File: src/rtl/adder_result_buffer.sv
// Result FIFO behind a pipelined adder with credit-based issue control.
// Tracks in-flight operations so a well-behaved source can never overflow the buffer.
module adder_result_buffer #(
  parameter int unsigned DATA_WIDTH = 64,
  parameter int unsigned DEPTH      = 8    // power of two, 2..64
) (
  input  logic                           clk,
  input  logic                           rst,
  input  logic                           issue,
  input  logic                           o_en,
  input  logic [DATA_WIDTH:0]            result,
  output logic                           issue_ok,
  output logic                           m_valid,
  output logic [DATA_WIDTH:0]            m_data,
  input  logic                           m_ready,
  output logic [$clog2(DEPTH+1)-1:0]     level,
  output logic [$clog2(DEPTH+1)-1:0]     inflight,
  output logic                           err_ovf,
  output logic                           err_credit
);

  localparam int unsigned RW = DATA_WIDTH + 1;
  localparam int unsigned PW = $clog2(DEPTH);
  localparam int unsigned LW = $clog2(DEPTH + 1);
  localparam logic [LW-1:0] DEPTH_L  = LW'(DEPTH);
  localparam logic [LW:0]   DEPTH_L1 = (LW+1)'(DEPTH);

  logic [RW-1:0] mem_q [DEPTH];

  logic [PW-1:0] wr_ptr_q, wr_ptr_d;
  logic [PW-1:0] rd_ptr_q, rd_ptr_d;
  logic [LW-1:0] level_q, level_d;
  logic [LW-1:0] inflight_q, inflight_d;
  logic          err_ovf_q, err_ovf_d;
  logic          err_credit_q, err_credit_d;

  logic          pop_c;
  logic          full_c;
  logic          push_acc_c;
  logic [LW:0]   credit_used_c;
  logic          issue_ok_c;

  // Next-state logic for pointers, occupancy, credit tracking and sticky errors
  always_comb begin
    pop_c         = 1'b0;
    full_c        = 1'b0;
    push_acc_c    = 1'b0;
    credit_used_c = '0;
    issue_ok_c    = 1'b0;
    wr_ptr_d      = wr_ptr_q;
    rd_ptr_d      = rd_ptr_q;
    level_d       = level_q;
    inflight_d    = inflight_q;
    err_ovf_d     = err_ovf_q;
    err_credit_d  = err_credit_q;

    pop_c      = (level_q != '0) & m_ready;
    full_c     = (level_q == DEPTH_L);
    // A full buffer still accepts when the head leaves in the same cycle
    push_acc_c = o_en & (~full_c | pop_c);

    credit_used_c = {1'b0, inflight_q} + {1'b0, level_q};
    issue_ok_c    = (credit_used_c < DEPTH_L1);

    if (push_acc_c) wr_ptr_d = wr_ptr_q + PW'(1);
    if (pop_c)      rd_ptr_d = rd_ptr_q + PW'(1);
    level_d = level_q + LW'(push_acc_c) - LW'(pop_c);

    if (issue && !o_en && (inflight_q != DEPTH_L)) begin
      inflight_d = inflight_q + LW'(1);
    end else if (o_en && !issue && (inflight_q != '0)) begin
      inflight_d = inflight_q - LW'(1);
    end

    err_ovf_d    = err_ovf_q | (o_en & ~push_acc_c);
    err_credit_d = err_credit_q
                 | (issue & ~issue_ok_c)
                 | (o_en & ~issue & (inflight_q == '0));
  end

  // Control state register
  always_ff @(posedge clk) begin
    if (rst) begin
      wr_ptr_q     <= '0;
      rd_ptr_q     <= '0;
      level_q      <= '0;
      inflight_q   <= '0;
      err_ovf_q    <= 1'b0;
      err_credit_q <= 1'b0;
    end else begin
      wr_ptr_q     <= wr_ptr_d;
      rd_ptr_q     <= rd_ptr_d;
      level_q      <= level_d;
      inflight_q   <= inflight_d;
      err_ovf_q    <= err_ovf_d;
      err_credit_q <= err_credit_d;
    end
  end

  // Storage is not reset; only accepted results are written
  always_ff @(posedge clk) begin
    if (!rst && push_acc_c) begin
      mem_q[wr_ptr_q] <= result;
    end
  end

  assign issue_ok   = issue_ok_c;
  assign m_valid    = (level_q != '0);
  // Zero when empty so never-written storage cannot leak onto the bus
  assign m_data     = m_valid ? mem_q[rd_ptr_q] : '0;
  assign level      = level_q;
  assign inflight   = inflight_q;
  assign err_ovf    = err_ovf_q;
  assign err_credit = err_credit_q;

endmodule

File: config.mk
export PLATFORM = sky130hd
export DESIGN_NAME = adder_result_buffer
export DESIGN_NICKNAME = d
export VERILOG_FILES = /design/src/rtl/adder_result_buffer.sv
export SDC_FILE = /design/constraint.sdc
export NUM_CORES = 1
export LEC_CHECK = 0
export ABC_AREA = 1
export ABC_CLOCK_PERIOD_IN_PS = 8800
export BUFFER_PORTS_ARGS = -buffer_cell sky130_fd_sc_hd__buf_2
export CAP_MARGIN = 10
export CORE_AREA = 2 2 210 419
export DETAILED_ROUTE_END_ITERATION = 8
export DIE_AREA = 0 0 212 421
export GPL_ROUTABILITY_DRIVEN = 0
export SYNTH_ARGS = -nofsm -noshare
export SYNTH_HDL_FRONTEND = slang
export SYNTH_SLANG_ARGS = --single-unit
File: constraint.sdc
create_clock -name clk -period 8.8 [get_ports clk]
set_input_delay 1.32 -clock clk [delete_from_list [all_inputs] [get_ports clk]]
set_output_delay 1.32 -clock clk [all_outputs]
set_load 0.03 [all_outputs]
# ---- Yosys cells after proc, flatten, opt, wreduce, memory -nomap -nowiden
# Memories as Yosys holds them, arrays and structs flattened. A register that Yosys moved wholly into a read port is not among the register bits.
# Cells that the tools add are included.
dict set report totals {
  register_bits 16
  ram_bits 520
  in_bits 70
  output_inout_bits 77
  word_cells 50
  n_memories 1
}
# name depth width rd rd_clocked_by_memory_dff write_ports line_no
set mem_list {}
lappend mem_list {mem_q 8 65 1 1 1 28} ;# logic [RW-1:0] mem_q [DEPTH];
dict set report op_classes {
  n_addsub 7
  n_lt_le_gt_ge 1
  n_eq_ne 2
  n_mux 7
  bitwise_logic 14
  reduce_logical 12
}
# cell n
set op_table {}
lappend op_table {{$mux W65} 1}
lappend op_table {{$mux W4} 2}
lappend op_table {{$reduce_bool A4 Y1} 2}
lappend op_table {{$add A3 B1 Y3 const B} 2}
lappend op_table {{$and A1 B1 Y1} 6}
lappend op_table {{$mux W3} 2}
lappend op_table {{$add A4 B4 Y5} 1}
lappend op_table {{$logic_and A1 B1 Y1} 5}
lappend op_table {{$lt A5 B4 Y1 const B} 1}
lappend op_table {{$add A4 B1 Y4} 1}
lappend op_table {{$add A4 B1 Y4 const B} 1}
lappend op_table {{$eq A4 B4 Y1 const B} 1}
lappend op_table {{$logic_not A4 Y1} 1}
lappend op_table {{$ne A4 B4 Y1 const B} 1}
lappend op_table {{$not A1 Y1} 4}
lappend op_table {{$or A1 B1 Y1} 4}
lappend op_table {{$sub A4 B1 Y4} 1}
lappend op_table {{$sub A4 B1 Y4 const B} 1}
lappend op_table {{$logic_not A1 Y1} 3}
lappend op_table {{$mux W1} 2}
lappend op_table {{$reduce_bool A2 Y1} 1}

# ---- Longest topological paths before layout
# Gate-level depths: netlist of the first run.
dict set report depth {
  ltp_word 7
  depth_mapped 13
  depth_no_buf 13
}

# ---- Worst setup path before layout of the first run
# No wires, ideal clock.
dict set report synth_path {
  path_type {input to register}
  start {input port m_ready}
  end {memory mem_q[4][0] (netlist name), enable pin}
  setup_ps 569
  t_arrival_ps 6214
  t_required_ps 8231
  path_slack_ps 2018
  path_stages 6
  n_path_buf 0
  path_cell_list {nand2_1 nand3_1 nand2_1 inv_1 nand2_1 nor3_1}
}
dict set report synth_via {
  elab_chain_cells 6
}
# element line_no
set synth_rtl {}
lappend synth_rtl {{from (decl)} 15} ;# input logic m_ready,
lappend synth_rtl {{$and A1 B1 Y1} 57} ;# pop_c = (level_q != '0) & m_ready;
lappend synth_rtl {{$or A1 B1 Y1} 60} ;# push_acc_c = o_en & (~full_c | pop_c);
lappend synth_rtl {{$and A1 B1 Y1} 60}
lappend synth_rtl {{$logic_and A1 B1 Y1} 102} ;# if (!rst && push_acc_c) begin
lappend synth_rtl {{$mux W1} 102}
lappend synth_rtl {{$mux W1 (implied by the code)} 103} ;# mem_q[wr_ptr_q] <= result;
lappend synth_rtl {{to (decl)} 28}
# No other way between the ends.

==> results of run 1 <==
==> cell usage after synthesis, types with 3 or more instances <==
| master | count | area, sq um |
|---|---|---|
| nand3_1 | 12 | 60.1 |
| nor2_1 | 478 | 1790 |
| dfxtp_1 | 19 | 380 |
| buf_6 | 8 | 90.1 |
| o211ai_1 | 65 | 488 |
| nand2_1 | 88 | 330 |
| ha_1 | 12 | 150 |
| nor3_1 | 3 | 15.0 |
| edfxtp_1 | 520 | 15600 |
| o22ai_1 | 65 | 407 |
| o21ai_1 | 32 | 160 |
| o21ai_0 | 234 | 1170 |
| buf_2 | 39 | 195 |
| clkbuf_1 | 54 | 203 |
| a21oi_1 | 13 | 65.1 |
| inv_1 | 16 | 60.1 |
| buf_1 | 3 | 11.3 |
==> layout make-up <==
type / count / share of cell area (%)
diodes: 2 / 0.0200
clock buffers: 69 / 5.75
clock inverters: 33 / 1.35
inverters: 18 / 0.295
multi-input cells: 1011 / 19.2
flip-flops and latches: 539 / 63.9
well taps: 1162 / 5.81
repair buffers: 172 / 3.70
==> registers in the layout, summed over array words and instances (netlist names), named ones only <==
signal / flops
wr_ptr_q: 3
mem_q: 520
err_credit: 1
level: 4
err_ovf: 1
inflight: 4
rd_ptr_q: 3
==> worst max-delay path, stage by stage, from the launching register on <==
cell     delay [ns]
dfxtp_4        0.59
inv_6          0.84
buf_4          0.76
o21ai_0        0.18
o22ai_1        0.16
nor2_1         0.06
nor2_1         0.29
buf_2          0.27
==> worst paths after layout <==
| kind | start | end | cells after the start |
|---|---|---|---|
| max | register | m_data[23] | 7 |
| min | rd_ptr_q[2] | register | 2 |
| max reg2reg | level[2] | mem_q[4][43] | 11 |
| min reg2reg | rd_ptr_q[2] | register | 2 |
==> power groups by stage <==
| stage | Sequential [W] | Clock, W | Combinational, W |
|---|---|---|---|
| after CTS | 0.00303 | 0.00237 | 0.00239 |
| after global placement | 0.00308 | 0 | 0.00236 |
| after global routing | 0.00304 | 0.00246 | 0.00260 |
| after floorplan | 0.00303 | 0 | 0.00169 |
| final | 0.00302 | 0.00231 | 0.00236 |
| after detailed placement | 0.00308 | 0 | 0.00238 |
==> kinds of logic (layout without fill, tap and decap cells) <==
kind of cell | Yosys count | after routing
AND/OR/NAND/NOR | 583 | 583
flip-flops | 539 | 539
AO/OA/AOI/OAI | 411 | 411
buffers and inverters | 126 | 292
adder cells (fa/ha/maj) | 14 | 14
XOR/XNOR | 3 | 3
other | 0 | 2
==> through the flow <==
stage | hold WS (ns) | worst slack (ns) | instances | power (W) | utilization (%)
floorplan | 0.433 | 2.02 | 1676 | 0.00472 | -
global placement | 0.439 | 4.28 | 2902 | 0.00543 | 26.9
detailed placement | 0.450 | 4.27 | 2902 | 0.00546 | 26.9
CTS | 0.462 | 3.54 | 3004 | 0.00778 | 29.0
global route | 0.504 | 3.35 | 3004 | 0.00810 | 29.0
finish | 0.459 | 3.63 | 3006 | 0.00769 | 29.0
==> routing by layer <==
layer / track usage [%] / wire length [microns] / up-vias
li1: - / - / 6323
met1: 15.0 / 23000 / 6625
met2: 17.4 / 22800 / 455
met3: 3.75 / 4580 / 122
met4: 3.19 / 1120 / 32
met5: 0 / 195 / -
==> reports/metrics.cfg, run 1 <==
[cts]
clock-sinks = 539
cts_buffers = 55
cts-resized-gates = 0
htreeDepth = 2
clockBufferDepth = 3
holdBufCountCts = 0
clk_latency_ns = 0.61
root_buffer = clkbuf_16
post_cts_buffers = 0
tritoncts = done
clk_pin_slew_ns = 0.05

[sta]
period_share_pct = 58.7
fmax_mhz = 193
rsz0062_at_grt = false
slew_viol_final = 0
min_period_ns = 5.17
clock_skew_ns = 0.0171
max_slew_margin_pct = 32.1
worst_pin_slew_ns = 1.02
hold_viol = 0
setup_viol = 0
final.setup.tns_ns = 0

[run_status]
outcome = complete, no violations

[power]
p_int_w = 0.00487
switching_power_w = 0.00282
p_leak_nw = 8.49
p_sw_share_pct = 36.7
combPwrFrac_pct = 30.7
seqPwrFrac_pct = 39.3
powerDensity_nw_per_um2 = 307
ir_worst_vdd_uv = 268
power_frac_clock_pct = 30.0

[global_route]
track_usage_pct = 11.3
grt_pass1_vias = 13100
antenna_found_initial = 19
grt_max_degree = 138
overflow = 0
grt_first_pass_wirelength_mm = 77.8

[synth]
yosysSeqAreaShare_pct = 74.9
syn-num-nets = 1760
synth_xor_area_share_pct = 0.123
ys_seq_elements = 539
syn-instance-count = 1676
yosys_warnings = 0
synthMuxAreaShare_pct = 0
yosys.area_share.simple_pct = 10.4
synthArstFlopShare_pct = 0
synthAdderAreaFrac_pct = 0.891
synth-edff-count = 520
netlist_area_sq_um = 21300
synth_top_family_by_area = compound AO/OA/AOI/OAI gates
ys.flop_type = edfxtp_1
ys_types = 28
synth_compound_area_share_pct = 10.8
syn_area_per_cell_sq_um = 12.7

[floorplanning]
start_util_pct = 24.7
ios = 147
die_w_microns = 212
design.die.area_sq_um = 89300
rows = 153
die_h_microns = 421
coreArea_sq_um = 86300

[setup_path]
startpoint_type = register
cp.arrival_ns = 3.85
cp-end-kind = output pin
cp_data_required_time_ns = 7.48
worstPathMaxFanout = 137
critPathKind = reg -> out
r2r_slack_ns = 5.03

[detailed_routing]
wl_per_cell_microns = 17.2
remaining_drc_errors = 0
wirelength_mm = 51.6
viasPerCell = 4.51
drtPass1Iterations = 4
initialDrtViolationCount = 1108
vias = 13557
ant_nets = 0

[place]
dp_hpwl_mm = 26.1
dpl_cell_area_sq_um = 23300
port-buffer-count = 146

[final_layout]
final_area_sq_um = 25000
nets = 1881
layout-drive-gt1-share_pct = 14.3
mostFrequentLayoutCell = edfxtp_1
nFillCells = 8745
multi_input_area_sq_um = 4800
area_delta_synth_final_pct = 17.3
layout_common_cells = edfxtp_1, nor2_1, o21ai_0
seq_area_sq_um = 16000

[hold_path]
min-delay-path-class = reg -> reg

[flow_run]
max_cap_violations = 0

Power figures use the tool's default switching activity.
==> run 2: changes to the inputs <==
Settings changed: ABC_AREA 1 to 0, ABC_CLOCK_PERIOD_IN_PS 8800 to 4300, CORE_AREA 2 2 210 419 to 2 2 207 413, DIE_AREA 0 0 212 421 to 0 0 209 415.
Clock period 8.8 ns to 4.3 ns, I/O delays scaled along.
==> run 2 against run 1 <==
Via count fell by 29%. Sequential cell count stayed put. Global-route usage shrank 0.19 points. Clock-buffer cell count decreased by 8. Sequential share of layout area up 1.5 points. Clock power increased by 77%. Final cell count is 26% lower. Critical path depth shrank 2. Power is 86% higher. Synthesized cell count is 44% lower. Critical path type unchanged.
==> reports/metrics.cfg, run 2 <==
[synth]
syn-num-nets = 1025  ; -42%
synth-edff-count = 520  ; unchanged
synth_top_area_share_pct = 75.2  ; +2.0 points
ys_seq_elements = 539  ; unchanged
yosys_warnings = 0  ; unchanged
ys_types = 39  ; +39%
yosys-top-cells-area = edfxtp_1, mux4_2, mux2i_1
ys.flop_type = edfxtp_1
yosysTopAreaCell = edfxtp_1
syn-instance-count = 941  ; -44%
synth_common_cells = edfxtp_1, mux4_2, nor2_1
netlist_area_sq_um = 20800  ; -2.7%
yosysMostFrequentCell = edfxtp_1
yosysSeqAreaShare_pct = 77.0  ; +2.1 points
syn_area_per_cell_sq_um = 22.1  ; +73%
synthArstFlopShare_pct = 0  ; unchanged

[cts]
post_cts_buffers = 0  ; unchanged
clockBufferDepth = 3  ; unchanged
clock-sinks = 539  ; unchanged
tritoncts = done
cts_buffers = 48  ; -13%
holdBufCountCts = 0  ; unchanged
root_buffer = clkbuf_16
htreeDepth = 2  ; unchanged
clk_latency_ns = 0.57  ; -0.04 ns
cts-resized-gates = 0  ; unchanged
clk_pin_slew_ns = 0.07  ; +0.02 ns

[floorplanning]
rows = 150  ; -2.0%
die_w_microns = 209  ; -1.4%
design.die.area_sq_um = 86700  ; -2.8%
ios = 147  ; unchanged
coreArea_sq_um = 83500  ; -3.3%
die_h_microns = 415  ; -1.4%
start_util_pct = 24.9  ; +0.14 points

[sta]
period_share_pct = 80.0
hold_viol = 0  ; unchanged
min_period_ns = 3.44
slew_viol_final = 0  ; unchanged
fmax_mhz = 291
max_slew_margin_pct = 39.8  ; +7.7 points
final.setup.tns_ns = 0  ; unchanged
setup_viol = 0  ; unchanged
worst_pin_slew_ns = 0.880  ; -0.138 ns
fin_ws_ns = 0.862  ; -2.77 ns
rsz0062_at_grt = false
clock_skew_ns = 0.00930  ; -0.00784 ns

[power]
combPwrFrac_pct = 28.1  ; -2.6 points
ir_worst_vdd_uv = 468  ; +74%
powerDensity_nw_per_um2 = 585  ; +90%
total_power_w = 0.0143  ; +86%
seqPwrFrac_pct = 43.2  ; +3.9 points
switching_power_w = 0.00454  ; +61%
p_leak_nw = 7.60  ; -10%
p_int_w = 0.00977  ; +100%
power_frac_clock_pct = 28.6  ; -1.4 points
p_sw_share_pct = 31.7  ; -4.9 points

[place]
place_ws_ns = 1.31  ; -2.96 ns
port-buffer-count = 146  ; unchanged
dp_hpwl_mm = 26.9  ; +3.1%

[setup_path]
worstReg2RegStart = level[2]
cpMaxStageDelayCell = dfxtp_4
cp_cell_sequence = buf_12 -> mux4_2 -> mux2i_1 -> nor2_1 -> buf_2
cp.arrival_ns = 2.79  ; -1.06 ns
worstPathMaxFanout = 46  ; -66%
r2r_slack_ns = 1.51  ; -3.52 ns
cp_data_required_time_ns = 3.65  ; -3.83 ns
critPathKind = reg -> out
startpoint_type = register
cp-end-kind = output pin
critPathMaxStageDelay_ns = 0.69  ; -0.15 ns

[global_route]
antenna_found_initial = 7  ; -12
grt_first_pass_wirelength_mm = 70.1  ; -9.8%
grt_pass1_vias = 10607  ; -19%
track_usage_pct = 11.1  ; -0.19 points
grt_max_degree = 66  ; -52%
overflow = 0  ; unchanged

[detailed_routing]
viasPerCell = 4.37  ; -3.1%
wirelength_mm = 47.8  ; -7.4%
ant_nets = 0  ; unchanged
wl_per_cell_microns = 21.6  ; +26%
drtPass1Iterations = 5  ; +1
initialDrtViolationCount = 428  ; -61%
remaining_drc_errors = 0  ; unchanged
vias = 9692  ; -29%

[final_layout]
layout_common_cells = edfxtp_1, buf_2, mux4_2
area_delta_synth_final_pct = 17.8
nets = 1202  ; -36%
layout-drive-gt1-share_pct = 33.3  ; +19 points
mostFrequentLayoutCell = edfxtp_1
final_util_pct = 29.3  ; +0.27 points
largest_register_ffs = 520  ; unchanged
largest_register = mem_q

[hold_path]
min-delay-path-class = in -> reg
min_from = result[36]

[run_status]
outcome = complete, no violations

[flow_run]
max_cap_violations = 0  ; unchanged

## run 2: per-stage QoR
step,hold WS [ns],std cells,area [sq um]
3_5_place_dp,0.468,2132,23000
3_3_place_gp,0.466,2132,23000
5_1_grt,0.303,2218,24400
4_1_cts,0.268,2217,24400
6_report,0.328,2218,24400
2_1_floorplan,0.454,941,20800
## run 2: critical path: cells and delay by family, from the launching register on
kind / cells / cell delay [ns]
buffers and inverters: 2 / 0.64
and+or+nand+nor: 1 / 0.08
DFF: 1 / 0.69
muxes: 2 / 0.77
## run 2: layer usage
layer	GRT usage, %	wire length (microns)	vias up
li1	-	-	4231
met1	12.3	18500	5151
met2	20.4	25400	218
met3	2.53	2510	82
met4	4.06	1380	10
met5	0	59	-
## run 2: layout make-up
cell class | count | area [sq um]
fillers | 8111 | 59100
flip-flops and latches | 539 | 16000
multi-input cells | 352 | 4550
well taps | 1064 | 1330
clock buffers | 61 | 1290
repair buffers | 172 | 1060
clock inverters | 24 | 188
inverters | 5 | 18.8
diodes | 1 | 2.50
## run 2: final timing paths
path,cells past startpoint,end
worst min register to register,2,register
worst min-delay path,1,mem_q[4][36]
worst max register to register,6,mem_q[4][18]
worst max-delay path,5,m_data[40]
## run 2: logic make-up (layout without fill, tap and decap cells)
family / Yosys count / in the layout / share of synthesized area [%]
buffers and inverters: 50 / 262 / 1.40
adders and majority gates: 14 / 14 / 0.916
xor gates and xnor gates: 8 / 8 / 0.337
muxes: 197 / 197 / 17.3
and+or+nand+nor: 112 / 112 / 2.31
AOI/OAI and AO/OA: 21 / 21 / 0.663
other: 0 / 1 / 0
DFF: 539 / 539 / 77.0
## run 2: power groups by stage
stage          clock (W)  sequential [W]  combinational (W)
2_1_floorplan          0         0.00624            0.00299
3_3_place_gp           0         0.00630            0.00415
3_5_place_dp           0         0.00631            0.00416
4_1_cts          0.00426         0.00620            0.00417
5_1_grt          0.00441         0.00622            0.00437
6_report         0.00410         0.00619            0.00402
